## config.mk

```make
export PLATFORM = sky130hd
export DESIGN_NAME = dma_priority_arbiter
export DESIGN_NICKNAME = d
export VERILOG_FILES = /design/src/rtl/dma_priority_arbiter.sv
export SDC_FILE = /design/constraint.sdc
export NUM_CORES = 1
export LEC_CHECK = 0
export CELL_PAD_IN_SITES_DETAIL_PLACEMENT = 0
export CELL_PAD_IN_SITES_GLOBAL_PLACEMENT = 1
export CORE_ASPECT_RATIO = 1.2
export CORE_MARGIN = 5
export CORE_UTILIZATION = 35
export CTS_CLUSTER_SIZE = 25
export DETAILED_ROUTE_END_ITERATION = 6
export GPL_ROUTABILITY_DRIVEN = 1
export PLACE_DENSITY_LB_ADDON = 0.1
export SLEW_MARGIN = 10
export SYNTH_ARGS = -nofsm -noshare
export SYNTH_HDL_FRONTEND = slang
export SYNTH_SLANG_ARGS = --single-unit
```

## constraint.sdc

```tcl
create_clock -name clk_i -period 2 [get_ports clk_i]
set_clock_uncertainty 0.05 [all_clocks]
set_input_delay 0.4 -clock clk_i [delete_from_list [all_inputs] [get_ports clk_i]]
set_output_delay 0.4 -clock clk_i [all_outputs]
set_load 0.05 [all_outputs]
```

## src/rtl/dma_priority_arbiter.sv

```systemverilog
// Bus-request arbiter for the 8237A DMA channels: runs the HRQ/HLDA handshake with the CPU and
// holds one channel's Dack, chosen by fixed or rotating priority, until service completes.
module dma_priority_arbiter #(
  parameter int unsigned NumCh = 4,
  parameter int unsigned ChW   = $clog2(NumCh)
) (
  input  logic             clk_i,
  input  logic             rst_i,
  input  logic [NumCh-1:0] dreq_i,
  input  logic             dreq_low_i,
  input  logic             dack_high_i,
  input  logic             rotate_pri_i,
  input  logic [NumCh-1:0] mask_i,
  input  logic             hlda_i,
  input  logic             xfer_done_i,
  output logic             hrq_o,
  output logic [NumCh-1:0] dack_o,
  output logic [ChW-1:0]   grant_o,
  output logic             grant_valid_o
);

  typedef enum logic [1:0] {StIdle, StReq, StGrant, StRelease} state_e;

  state_e             state_q, state_d;
  logic [NumCh-1:0]   req_q, req_d;
  logic [NumCh-1:0]   onehot_q, onehot_d;
  logic [ChW-1:0]     grant_q, grant_d;
  logic [ChW-1:0]     ptr_q, ptr_d;
  logic               hrq_q, hrq_d;
  logic               gv_q, gv_d;

  logic               win_found;
  logic [ChW-1:0]     win_idx;
  logic [ChW-1:0]     base;
  logic [ChW-1:0]     cand;
  logic [NumCh-1:0]   win_oh;

  assign req_d = (dreq_low_i ? ~dreq_i : dreq_i) & ~mask_i;

  // Search wraps naturally in ChW bits because NumCh is a power of two.
  always_comb begin
    win_found = 1'b0;
    win_idx   = '0;
    cand      = '0;
    base      = rotate_pri_i ? ptr_q : '0;
    for (int unsigned i = 0; i < NumCh; i++) begin
      cand = base + ChW'(i);
      if (!win_found && req_q[cand]) begin
        win_found = 1'b1;
        win_idx   = cand;
      end
    end
  end

  assign win_oh = {{(NumCh-1){1'b0}}, 1'b1} << win_idx;

  always_comb begin
    state_d  = state_q;
    hrq_d    = hrq_q;
    onehot_d = onehot_q;
    grant_d  = grant_q;
    gv_d     = gv_q;
    ptr_d    = ptr_q;
    unique case (state_q)
      StIdle: begin
        if (|req_q) begin
          state_d = StReq;
          hrq_d   = 1'b1;
        end
      end
      StReq: begin
        if (hlda_i) begin
          if (win_found) begin
            state_d  = StGrant;
            onehot_d = win_oh;
            grant_d  = win_idx;
            gv_d     = 1'b1;
          end else begin
            state_d = StRelease;
            hrq_d   = 1'b0;
          end
        end
      end
      StGrant: begin
        // Completion wins over a simultaneous Hlda drop.
        if (xfer_done_i) begin
          state_d  = StRelease;
          hrq_d    = 1'b0;
          onehot_d = '0;
          gv_d     = 1'b0;
          if (rotate_pri_i) begin
            ptr_d = grant_q + ChW'(1);
          end
        end else if (!hlda_i) begin
          state_d  = StIdle;
          hrq_d    = 1'b0;
          onehot_d = '0;
          gv_d     = 1'b0;
        end
      end
      StRelease: begin
        hrq_d = 1'b0;
        if (!hlda_i) begin
          state_d = StIdle;
        end
      end
      default: begin
        state_d  = StIdle;
        hrq_d    = 1'b0;
        onehot_d = '0;
        gv_d     = 1'b0;
      end
    endcase
  end

  always_ff @(posedge clk_i) begin
    if (rst_i) begin
      state_q  <= StIdle;
      req_q    <= '0;
      hrq_q    <= 1'b0;
      onehot_q <= '0;
      grant_q  <= '0;
      gv_q     <= 1'b0;
      ptr_q    <= '0;
    end else begin
      state_q  <= state_d;
      req_q    <= req_d;
      hrq_q    <= hrq_d;
      onehot_q <= onehot_d;
      grant_q  <= grant_d;
      gv_q     <= gv_d;
      ptr_q    <= ptr_d;
    end
  end

  assign hrq_o         = hrq_q;
  assign dack_o        = dack_high_i ? onehot_q : ~onehot_q;
  assign grant_o       = grant_q;
  assign grant_valid_o = gv_q;

`ifndef SYNTHESIS
  a_onehot_dack: assert property (@(posedge clk_i) disable iff (rst_i) $onehot0(onehot_q));
  a_gv_matches:  assert property (@(posedge clk_i) disable iff (rst_i) gv_q == (|onehot_q));
`endif

endmodule

```

Yosys cells after proc, flatten, opt, wreduce, memory -nomap -nowiden
Index checks and enable logic that the tools add are counted.
W data, S select, Z words.
{ "op_classes": {"shift": 1, "n_div": 0, "n_bitwise": 4, "order_cmp": 4, "multipliers": 0, "n_reduce_logical": 14, "add_sub_neg": 4, "mux": 39, "eq_ne": 8} }
{ "ops": {"columns": ["op", "n"], "rows": [
  ["$mux W4", 6],
  ["$mux W2", 9],
  ["$mux W1", 16],
  ["$lt A2 B3 Y1 const B", 4],
  ["$not A4 Y4", 3],
  ["$bmux W1 S2", 4],
  ["$ne A2 B2 Y1 const B", 4],
  ["$pmux W2 S4", 1],
  ["$pmux W4 S2", 1],
  ["$reduce_and A4 Y1", 2],
  ["$reduce_and A3 Y1", 2],
  ["$add A2 B1 Y2 const B", 2],
  ["$add A2 B2 Y2 const B", 2],
  ["$and A4 B4 Y4", 1],
  ["$eq A2 B2 Y1 const B", 2],
  ["$pmux W1 S4", 1],
  ["$reduce_or A4 Y1", 1],
  ["$shl A1 B2 Y4 const A", 1],
  ["$logic_and A1 B1 Y1", 3],
  ["$logic_not A1 Y1", 3],
  ["$ne A3 B3 Y1 const B", 1],
  ["$eq A2 B1 Y1 const B", 1],
  ["$logic_not A2 Y1", 1],
  ["$pmux W1 S2", 1],
  ["other kinds (2)", 2]
]} }
{ "word_totals": {"ramBits": 0, "ff_bits": 16, "latchBits": 0, "inputBits": 15, "mem_count": 0, "out_inout_bits": 8, "rom_bits": 0} }

Logic depth before layout (Yosys ltp)
Gate-level depths: netlist of the first run.
{ "depth": {"depth_word": 17, "mapped_depth": 7, "ltp_nobuf": 6} }

Worst setup path before layout of the first run
OpenSTA, ideal clock, no wires.
{ "synth_path": {"path_kind": "input-to-output", "from": "input port dack_high_i", "to": "output port dack_o[0]", "path_slack_ns": 0.160, "arrival_ns": 1.390, "t_required_ns": 1.550, "stages": 2, "path_buffers": 1, "path_cell_list": "clkbuf_1 xnor2_1"} }
{ "synth_between": {"elab_chain_len": 1} }
{ "synth_rtl": {"columns": ["element", "line_no", "text"], "rows": [
  ["start: declaration", "11", "input logic dack_high_i,"],
  ["$mux W4", "137", "assign dack_o = dack_high_i ? onehot_q : ~onehot_q;"],
  ["end: declaration", "17", "output logic [NumCh-1:0] dack_o,"]
]} }
No other way between the ends.

Worst setup path after layout of the first run
{ "layout_path": {"from": "register grant_q[1], in the netlist grant_o[1]", "to": "output port grant_o[1]"} }
{ "layout_lines": {"columns": ["element", "line_no", "text"], "rows": [
  ["start: declaration", "27", "logic [ChW-1:0] grant_q, grant_d;"],
  ["start signal: assignment", "130", "grant_q <= grant_d;"],
  ["end: declaration", "18", "output logic [ChW-1:0] grant_o,"]
]} }
No word-level cell between the ends.

==> impl_results.md, run 1 <==
* Synthesis warning total at 0
* Synth area leader: dfxtp_1
* First-pass GRT wire length at 4080 um
* Register Area at 323 sq um
* RSZ-0062 raised after global routing: false
* Fillers at 273
* Final Hold Viols at 0
* # hold bufs at CTS at 0
* Crit-path leading delay family: buffers and inverters
* Slew headroom at 66.8%
* FF-to-FF Start: ptr_q[1]$_SDFFE_PP0P_
* Total power at 0.000915 W
* Ys async rst share at 0%
* Critical path, cell by cell: clkdlybuf4s50_1
* Area Growth Syn to Fin at 52.1%
* DP Wirelength at 1930 um
* CTS tree: yes
* Outcome: completed
* # Max-Cap Violations at 0
* Pre-antenna DRT Iters at 4
* Initial antenna violation count at 0
* Hold Crit Start: grant_valid_o$_SDFFE_PP0P_
* CP endpoint kind: primary output
* Hold Path Sink: grant_valid_o$_SDFFE_PP0P_
* Die Span Y at 67.7 um
* Leak Pwr at 0.557 nW
* Initial Utilization at 35.6%
* Critical path's largest stage delay at 0.82 ns
* Post-synth EDFFs at 0
* Worst reg2reg setup slack at 0.09 ns
* Crit Reg-Reg Endpoint: grant_o[0]$_SDFFE_PP0P_
* Final setup violation count at 0
* WP data required at 1.55 ns
* Final cycle utilization of the critical path at 96.8%
* IO Count at 23
* Worst-Skew Late Latency at 0.28 ns
* VDD IR-drop max at 0.450 mV
* CTS Buf Count at 3
* Full die area at 3940 sq um
* Clock slew at reported path FFs at 0.09 ns
* Crit path max-delay cell type: clkdlybuf4s50_1
* Root buffer cell: clkbuf_4
* CP Launch Type: register
* Buffers on Ports at 22
* R2R depth at 6
* Total detailed-routing wirelength at 2540 um
* Die width at 58.1 um
* Count leader, synth: dfxtp_1
* Nets at 170
* Synth Flop Type: dfxtp_1
* Max Clk Rate at 516 MHz
* Top-area cell type share of the netlist area at 32.9%
* Final Max Slew Viols at 0
* Iteration-0 DRC Markers at 21
* ANT nets after route at 0
* Net switching power at 0.000297 W
* Grt ovf at 0
* Clock Tree Buf Depth at 2
* CP Max Fanout at 3
* Synth Area per Inst at 8.31 sq um
* Area after DPL at 1340 sq um
* Combinational share of power at 36.5%
* Site row count at 21
* Min-delay worst type: register to register
* Post-synthesis cell type count at 38
* Synth cell count leaders: dfxtp_1 (16), a21oi_1 (12), nor2_1 (11)
* P_int at 0.000618 W
* Crit path kind: register to primary output
* Critical Path AT at 1.49 ns
* Antenna cell count at 0
* Via count at 989
* Global-route usage over all layers at 13.3%
* Final Cell Area at 1480 sq um
* Vias per cell at 5.26
* Placeable Area at 2730 sq um
* Pin count of the biggest net entering global routing at 12
* Min Tclk post-route at 1.94 ns
* Sw frac at 32.5%
* Clk sink count at 16
* DRC Markers at 0
* WL per Instance at 13.5 um
* Buffers and inverters on the worst path at 1
* Synth Register Bits at 16
* H-tree depth at 1
* Reg power frac at 40.6%
* Post-route setup slack at 0.0630 ns
* Vias in the first global route at 978
* Share of cells above drive strength 1 at 30.5%
* Hold depth at 2
* Power Density at 618 nW/um^2
* Mapped Cells at 117
* Largest cells by area after synthesis: dfxtp_1 (33%), xnor2_1 (9.0%), a21oi_1 (6.2%)
* Pre-CTS setup slack at -0.344 ns
* Mapped cell area at 972 sq um
* Post-synthesis net count at 132
* Clock power share at 23.0%
* Area of the multi-input gates at 664 sq um
* Final setup TNS at 0 ns
* Share of the yosys chip area belonging to registers at 32.9%
* Worst-margin pin slew at 0.497 ns
* GP Congestion at 0.902
[state kept, by name, indices dropped and copies added (netlist names)]
register and cells:
onehot_q 4, req_q 4, hrq_o 1, state_q 2
grant_valid_o 1, ptr_q 2, grant_o 2
[cell families (layout without fill, tap and decap cells)]
| kind of cell | count (synthesis) | count (layout) | synth area share [%] |
|---|---|---|---|
| AOI/OAI and AO/OA | 36 | 36 | 26.8 |
| xor gates and xnor gates | 10 | 10 | 9.01 |
| buffers and inverters | 12 | 49 | 6.95 |
| DFF | 16 | 16 | 32.9 |
| muxes | 2 | 2 | 2.19 |
| and+or+nand+nor | 41 | 41 | 22.1 |
[how the worst max path moves through the flow]
stage                     slack, ns  cells past startpoint                        to                     from
after CTS                    -0.004                      9  onehot_q[0]$_SDFFE_PP0P_             rotate_pri_i
after floorplan                0.16                      2                 dack_o[0]              dack_high_i
final                          0.06                      1                grant_o[1]  grant_o[1]$_SDFFE_PP0P_
after detailed placement      -0.34                      8   grant_o[0]$_SDFFE_PP0P_             rotate_pri_i
after global routing          0.004                      6   grant_o[0]$_SDFFE_PP0P_    ptr_q[1]$_SDFFE_PP0P_
after global placement        -0.37                      9  onehot_q[1]$_SDFFE_PP0P_             rotate_pri_i
[per-layer routing]
| layer | global-route usage [%] | vias up | share of wire, % |
|---|---|---|---|
| met4 | 6.09 | 0 | 1.6 |
| met2 | 24.6 | 29 | 54 |
| met5 | 0 | - | 0 |
| li1 | - | 498 | - |
| met1 | 14.5 | 457 | 40 |
| met3 | 2.49 | 5 | 4.4 |
[power groups by stage]
| stage | Clock, W | Combinational [W] | Sequential [W] |
|---|---|---|---|
| 2_1_floorplan | 0 | 0.000161 | 0.000391 |
| 3_3_place_gp | 0 | 0.000300 | 0.000375 |
| 3_5_place_dp | 0 | 0.000303 | 0.000376 |
| 4_1_cts | 0.000215 | 0.000309 | 0.000369 |
| 5_1_grt | 0.000227 | 0.000357 | 0.000376 |
| 6_report | 0.000210 | 0.000333 | 0.000371 |
[what timing repair did]
action / 4_1_cts / 5_1_grt
gates resized for setup: 5 / 13
endpoints found under the setup margin: 6 / 6
buffers inserted: 0 / 1
gates cloned: 0 / 1
pin swaps: 1 / 3
[layout make-up]
type	count	share of cell area, %
multi-input combinational	89	44.9
clock buffer	4	2.45
tap	34	2.88
timing repair buffer	40	26.6
inverter	5	1.27
sequential	16	21.8
[placed cells by master, fill, tap and decap left out, types with 3 or more instances in the layout]
cell type        count
nand2b_1             4
nor2_1              10
clkdlybuf4s50_1     15
dfxtp_1             14
inv_1                5
nand2_1              7
xnor2_1             10
nor3_1               7
a21oi_1             11
a31oi_1              3
buf_4               18
buf_12               4
clkbuf_4             3
[stage by stage]
stage / cells / util [%] / hold slack [ns]
3_3_place_gp: 182 / 49.1 / 0.395
5_1_grt: 188 / 54.1 / 0.457
6_report: 188 / 54.1 / 0.410
4_1_cts: 186 / 51.3 / 0.414
2_1_floorplan: 117 / - / 0.403
3_5_place_dp: 182 / 49.1 / 0.400
Power figures use the tool's default switching activity.
==> run 2: changes to the inputs <==
--- a/config.mk
+++ b/config.mk
@@ -14,6 +14,7 @@
 export DETAILED_ROUTE_END_ITERATION = 6
 export GPL_ROUTABILITY_DRIVEN = 1
 export PLACE_DENSITY_LB_ADDON = 0.1
+export SETUP_SLACK_MARGIN = 0.05
 export SLEW_MARGIN = 10
 export SYNTH_ARGS = -nofsm -noshare
 export SYNTH_HDL_FRONTEND = slang
==> run 2 against run 1 <==
Net effect: critical path depth increased by 2; sequential share of layout area rose by 0.94 points; setup slack improved by 0.042 ns; largest power group unchanged; highest routed layer unchanged; first-iteration DRC count fell by 29%; design area is 3.4% lower; combinational power fell by 5%; sequential power is essentially flat; fmax is 2.2% higher; total power is 2.2% lower.
==> impl_results.md, run 2 (same netlist as run 1, synthesis figures left out) <==
* Outcome: completed (unchanged)
* Clk sink count at 16 (unchanged)
* Nets at 170 (unchanged)
* # Max-Cap Violations at 0 (unchanged)
* Final Hold Viols at 0 (unchanged)
* Die width at 58.1 um (unchanged)
* VDD IR-drop max at 0.464 mV (was 0.450 mV)
* GP Congestion at 0.902 (unchanged)
* DRC Markers at 0 (unchanged)
* Clock Tree Buf Depth at 2 (unchanged)
* Grt ovf at 0 (unchanged)
* Power Density at 626 nW/um^2 (was 618 nW/um^2)
* Vias per cell at 5.19 (was 5.26)
* Final cycle utilization of the critical path at 94.7% (was 96.8%)
* Critical path, cell by cell: clkdlybuf4s50_1 > xnor2_1 > buf_12 (was clkdlybuf4s50_1)
* ANT nets after route at 0 (unchanged)
* CP endpoint kind: primary output (unchanged)
* Clock slew at reported path FFs at 0.09 ns (about the same)
* Total detailed-routing wirelength at 2410 um (was 2540 um)
* Final setup TNS at 0 ns (unchanged)
* Crit path kind: input pin to primary output (was register to primary output)
* Pin count of the biggest net entering global routing at 12 (unchanged)
* Final Max Slew Viols at 0 (unchanged)
* Vias in the first global route at 992 (was 978)
* CTS tree: yes (unchanged)
* Post-route setup slack at 0.105 ns (was 0.0630 ns)
* Placeable Area at 2730 sq um (unchanged)
* Die Span Y at 67.7 um (unchanged)
* Largest registers: onehot_q: 4 flops, req_q: 4 flops (unchanged)
* Initial Utilization at 35.6% (unchanged)
* Min-delay worst type: register to register (unchanged)
* Share of cells above drive strength 1 at 29.2% (was 30.5%)
* Max Clk Rate at 528 MHz (was 516 MHz)
* Leak Pwr at 0.557 nW (about the same)
* Slew headroom at 66.4% (was 66.8%)
* Via count at 975 (was 989)
* Crit path max-delay cell type: clkdlybuf4s50_1 (unchanged)
* Pre-CTS setup slack at -0.344 ns (unchanged)
* # hold bufs at CTS at 0 (unchanged)
* CP Max Fanout at 4 (was 3)
* RSZ-0062 raised after global routing: false (unchanged)
* Buffers on Ports at 22 (unchanged)
* Critical path's largest stage delay at 0.52 ns (was 0.82 ns)
* Root buffer cell: clkbuf_4 (unchanged)
* DP Wirelength at 1930 um (unchanged)
* CP Launch Type: input pin (was register)
* Global-route usage over all layers at 13.4% (was 13.3%)
* Commonest non-fill, non-tap cell in the layout: buf_4 (unchanged)
* Full die area at 3940 sq um (unchanged)
* Commonest non-fill, non-tap cells in the layout: buf_4 (18), clkdlybuf4s50_1 (14), a21oi_1 (12), dfxtp_1 (12), nor2_1 (11) (was buf_4 (18), clkdlybuf4s50_1 (15), dfxtp_1 (14), a21oi_1 (11))
* First-pass GRT wire length at 4130 um (was 4080 um)
* Iteration-0 DRC Markers at 15 (was 21)
* Pre-antenna DRT Iters at 4 (unchanged)
* WL per Instance at 12.8 um (was 13.5 um)
* Initial antenna violation count at 0 (unchanged)
* Final setup violation count at 0 (unchanged)
* Min Tclk post-route at 1.89 ns (was 1.94 ns)
* IO Count at 23 (unchanged)
* Area Growth Syn to Fin at 47.0% (was 52.1%)
* Worst-Skew Late Latency at 0.29 ns (was 0.28 ns)
* Antenna cell count at 0 (unchanged)
* H-tree depth at 1 (unchanged)
* Worst-margin pin slew at 0.503 ns (was 0.497 ns)
* Critical Path AT at 1.44 ns (was 1.49 ns)
* CTS Buf Count at 3 (unchanged)
* Site row count at 21 (unchanged)
* Layout Utilization at 52.3% (was 54.1%)
* WP data required at 1.55 ns (about the same)
run 2: final cells by class:
type | count | area, sq um
clock buffer | 4 | 36.3
inverter | 5 | 18.8
tap | 34 | 42.5
sequential | 16 | 325
timing repair buffer | 40 | 393
fill | 275 | 1300
multi-input combinational | 89 | 613
run 2: worst max-delay path: cells and delay by family:
kind / cells / cell delay (ns)
buffers and inverters: 2 / 0.70
XOR/XNOR: 1 / 0.34
run 2: per-layer routing:
metal | routed length, um | GRT usage [%]
met5 | 0 | 0
met4 | 40 | 6.09
met3 | 112 | 2.49
met2 | 1250 | 25.1
met1 | 1010 | 14.5
run 2: path summary, 6_finish.rpt:
| kind | start | to | slack (ns) | cells after the start |
|---|---|---|---|---|
| setup reg to reg | ptr_q[0]$_SDFFE_PP0P_ | onehot_q[0]$_SDFFE_PP0P_ | 0.17 | 7 |
| setup / recovery | dack_high_i | dack_o[0] | 0.11 | 3 |
| hold reg to reg | grant_valid_o$_SDFFE_PP0P_ | grant_valid_o$_SDFFE_PP0P_ | 0.41 | 2 |
| hold / removal | grant_valid_o$_SDFFE_PP0P_ | grant_valid_o$_SDFFE_PP0P_ | 0.41 | 2 |
run 2: metrics by stage:
stage               total power, W  hold WS (ns)  std cells  area, sq um
floorplan                 0.000551         0.403        117          972
detailed placement        0.000679         0.400        182         1340
global placement          0.000675         0.395        182         1340
CTS                       0.000899         0.414        188         1420
global route              0.000941         0.457        188         1430
finish                    0.000895         0.410        188         1430
run 2: repair_timing:
action	in CTS	in global routing
resized for setup	8	5
setup endpoints to repair	7	8
pin swaps	2	1
gates cloned	1	0
buffers inserted	1	0
run 2: power breakdown:
| part | total [W] | internal (W) | switching, W | leakage, nW |
|---|---|---|---|---|
| clock network | 0.000210 | 0.000111 | 0.0000996 | 0.0210 |
| registers | 0.000370 | 0.000341 | 0.0000290 | 0.132 |
| logic | 0.000315 | 0.000157 | 0.000157 | 0.404 |
| total | 0.000895 | 0.000609 | 0.000286 | 0.557 |
